[src/rtl/bcd_updown_counter.sv]
// bcd_updown_counter: DIGITS-wide packed BCD up/down counter with load, wrap pulse and illegal-load rejection.
// Optional BCD_EXCESS3_OUT_EN adds a registered Excess-3 copy of q on port xs3.
module bcd_updown_counter #(
    parameter int DIGITS = 2
) (
    input  logic                  clk,
    input  logic                  rst,
    input  logic                  en,
    input  logic                  up,
    input  logic                  load,
    input  logic [4*DIGITS-1:0]   d,
`ifdef BCD_EXCESS3_OUT_EN
    output logic [4*DIGITS-1:0]   xs3,
`endif
    output logic [4*DIGITS-1:0]   q,
    output logic                  co,
    output logic                  err
);
    logic [DIGITS:0]       c;
    logic [DIGITS-1:0]     ok;
    logic [4*DIGITS-1:0]   nxt;
    logic [4*DIGITS-1:0]   q_d;
    logic                  ld_ok;
    assign c[0] = 1'b1;
    // c[i] means every lower digit is at its wrap value, so digit i steps this cycle
    for (genvar i = 0; i < DIGITS; i++) begin : g_dig
        logic [3:0] dig;
        assign dig = q[4*i +: 4];
        assign ok[i] = d[4*i +: 4] <= 4'd9;
        assign nxt[4*i +: 4] = !c[i] ? dig : up ? (dig == 4'd9 ? 4'd0 : dig + 4'd1)
                                                : (dig == 4'd0 ? 4'd9 : dig - 4'd1);
        assign c[i+1] = c[i] & (up ? dig == 4'd9 : dig == 4'd0);
    end
    assign ld_ok = &ok;
    assign q_d   = load ? (ld_ok ? d : q) : en ? nxt : q;
    always_ff @(posedge clk) begin
        if (rst) begin
            q   <= '0;
            co  <= 1'b0;
            err <= 1'b0;
        end else begin
            q   <= q_d;
            co  <= !load && en && c[DIGITS];
            err <= load && !ld_ok;
        end
    end
`ifdef BCD_EXCESS3_OUT_EN
    logic [4*DIGITS-1:0] x_d;
    for (genvar j = 0; j < DIGITS; j++) begin : g_xs3
        assign x_d[4*j +: 4] = q_d[4*j +: 4] + 4'd3;
    end
    always_ff @(posedge clk) begin
        if (rst)
            xs3 <= {DIGITS{4'd3}};
        else
            xs3 <= x_d;
    end
`endif
endmodule

[config.mk]
export PLATFORM = sky130hd
export DESIGN_NAME = bcd_updown_counter
export DESIGN_NICKNAME = d
export VERILOG_FILES = /design/src/rtl/bcd_updown_counter.sv
export SDC_FILE = /design/constraint.sdc
export NUM_CORES = 1
export LEC_CHECK = 0
export ABC_CLOCK_PERIOD_IN_PS = 1800
export CORE_MARGIN = 2
export CORE_UTILIZATION = 46
export CTS_CLUSTER_SIZE = 28
export DETAILED_ROUTE_END_ITERATION = 8
export GPL_TIMING_DRIVEN = 0
export PLACE_DENSITY = 0.8
export SETUP_SLACK_MARGIN = 0.5
export SKIP_CTS_REPAIR_TIMING = 1
export SLEW_MARGIN = 40
export SYNTH_ARGS = -nofsm -noshare
export SYNTH_HDL_FRONTEND = slang
export SYNTH_SLANG_ARGS = --single-unit
[constraint.sdc]
create_clock -name clk -period 1.8 [get_ports clk]
set_input_delay 0.27 -clock clk [delete_from_list [all_inputs] [get_ports clk]]
set_output_delay 0.27 -clock clk [all_outputs]
set_load 0.005 [all_outputs]
==> results.py <==
metrics = {
    "global_route": {
        "antenna_found_initial": 0,
        "gr-total-overflow": 0,
        "track_usage_pct": 24.3,
        "grt_first_pass_wirelength_mm": 3.66,
        "grt_max_degree": 11,
        "grt_pass1_vias": 851,
    },
    "setup_path": {
        "cp_slowest_cell": "or4_4",
        "worst-endpoint-required_ps": 1990,
        "setup.worst_path.class": "reg -> reg",
        "start_kind": "flip-flop",
        "cp.arrival_ps": 1750,
        "cp_cell_sequence": "buf_6, or4_4, o21ai_2, a211oi_2, o41ai_2",
        "cp-end-kind": "flip-flop",
        "cpPeakStageDelay_ps": 530,
        "crit_fanout": 5,
        "ff2ff_path_depth": 5,
    },
    "timing": {
        "max_clock_freq_mhz": 641,
        "fin_skew_ps": 10.8,
        "rsz0062_at_grt": "true",
        "slew_headroom_pct": 72.1,
        "fin_crit_sh_pct": 86.7,
        "final.setup.worst_slack_ps": 239,
        "worst_pin_slew_ps": 417,
        "period_needed_ps": 1560,
        "maxSlewViolCount": 0,
        "setup_viol": 0,
        "finalHoldViolCount": 0,
    },
    "cells_and_area": {
        "multi_input_area_um2": 676,
        "syn_to_final_growth_pct": 77.6,
        "regArea_um2": 214,
        "utilization_pct": 85.9,
        "finalNetCount": 164,
        "drive_gt1_share_pct": 41.6,
        "num-fill-cells": 88,
        "num_antenna_cells": 0,
    },
    "synth": {
        "yosysSeqAreaShare_pct": 24.2,
        "postSynthNetCount": 120,
        "async_flop_share_pct": 0,
        "ys_warn_count": 0,
        "ys_top_cells_by_count": "a21oi_1, dfxtp_1, buf_2, inv_1, nor2_1",
        "synth_area_um2": 826,
        "synth_area_leader_cell": "dfxtp_1",
        "synthDistinctLibCells": 42,
        "syn_avg_cell_area_um2": 7.72,
        "synth_top_area_share_pct": 24.2,
        "synthCells": 107,
        "synthTopCellsByArea": "dfxtp_1, a21oi_1, nand4b_1",
        "synth-seq-cells": 10,
        "synth_edf_count": 0,
        "synth_flop_cell": "dfxtp_1",
    },
    "drt": {
        "dr.pass1.iters": 4,
        "avgRoutedWirePerCell_um": 17.1,
        "antenna_left": 0,
        "detail_route.iter0.violations": 29,
        "wl_mm": 2.97,
        "routed_via_density": 6.03,
        "vias": 1049,
        "drc_errors": 0,
    },
    "clock_tree": {
        "cts.sinks": 10,
        "clkLatencyLatePin_ps": 290,
        "cts_tree": "built",
        "cts.path.max_buffers": 2,
        "clk_pin_slew_worst_paths_ps": 80,
        "cts-buffers-inserted": 3,
        "root_buffer": "clkbuf_4",
        "htree_levels": 1,
    },
    "floorplan": {
        "core_um2": 1710,
        "start_util_pct": 48.4,
        "io_pins": 23,
        "rows": 15,
        "die_area_um2": 2150,
        "dieWidth_um": 46.4,
        "die_y_um": 46.4,
    },
    "pwr": {
        "powerDensity_nw_per_um2": 523,
        "cellLeakagePower_uw": 0.000738,
        "finalPower_uw": 767,
        "vdd_drop_max_v": 0.000345,
    },
    "hold_path": {
        "hp-class": "in -> reg",
        "hold_depth": 3,
    },
    "job": {
        "cap_violations": 0,
    },
    "placed_design": {
        "io_buffer_count": 22,
        "pre_cts_ws_ps": -295,
        "dp_hpwl_mm": 1.61,
        "gp_congestion": 0.830,
    },
    "status": {
        "status": "finished, final reports clean",
    },
}
==> through the flow <==
step | TNS (ps) | hold WS (ps) | instance area (um2) | instances
2_1_floorplan | 0 | 365 | 881 | 107
3_3_place_gp | -1010 | 607 | 1130 | 154
3_5_place_dp | -1210 | 613 | 1130 | 154
4_1_cts | -33.6 | 596 | 1150 | 157
5_1_grt | 0 | 370 | 1470 | 174
6_report | 0 | 338 | 1470 | 174
==> worst paths after layout <==
path	slack, ps	from	end
min	340	d[2]	q[2]$_SDFFE_PP0P_
max	240	q[6]$_SDFFE_PP0P_	q[7]$_SDFFE_PP0P_
max reg2reg	240	q[6]$_SDFFE_PP0P_	q[7]$_SDFFE_PP0P_
min reg2reg	600	q[6]$_SDFFE_PP0P_	q[6]$_SDFFE_PP0P_
==> final cells by class <==
type	count	share of cell area, %
repair buffers	39	26.5
multi-input cells	80	46.1
plain buffers	11	7.34
inverters	6	1.79
clock buffers	3	1.54
well taps	25	2.13
flip-flops and latches	10	14.6
==> cells by family after synthesis <==
kind of cell / count (synthesis) / synth area share (%)
compound gates: 37 / 32.4
flops: 10 / 24.2
simple gates: 39 / 28.3
xor+xnor: 4 / 4.24
buf+inv: 17 / 10.8
==> state kept, by name, summed over array words and instances (netlist names) <==
signal,flops
err,1
co,1
q,8
==> critical path: cells and delay by family, from the launching register on <==
kind / cells / cell delay, ps
flops: 1 / 320
buf+inv: 1 / 120
compound gates: 3 / 500
simple gates: 1 / 530
==> where the power goes <==
group	switching (uW)	internal (uW)	total (uW)	leakage [uW]
registers	12.2	238	251	0.0000853
logic	166	180	346	0.000639
clock network	92.0	77.9	170	0.0000138
==> layer usage <==
metal,up-vias,part of all wire [%],track usage [%]
li1,490,-,-
met1,483,41,31.6
met2,56,48,38.3
met3,20,6.9,3.53
met4,0,4.7,12.6
met5,-,0,0
==> layout by cell type, fill, tap and decap left out, types with 3 or more instances in the layout <==
cell	count
a21oi_1	6
a21oi_2	4
and3_1	3
buf_4	18
buf_6	5
clkbuf_4	4
clkdlybuf4s50_1	7
dfxtp_1	3
dfxtp_2	5
dlymetal6s2s_1	15
inv_1	5
nand2_1	3
nand3_1	4
nand3b_1	3
nand4b_1	4
nor2_1	6
o21ai_0	3
(Power assumes the default switching activity.)
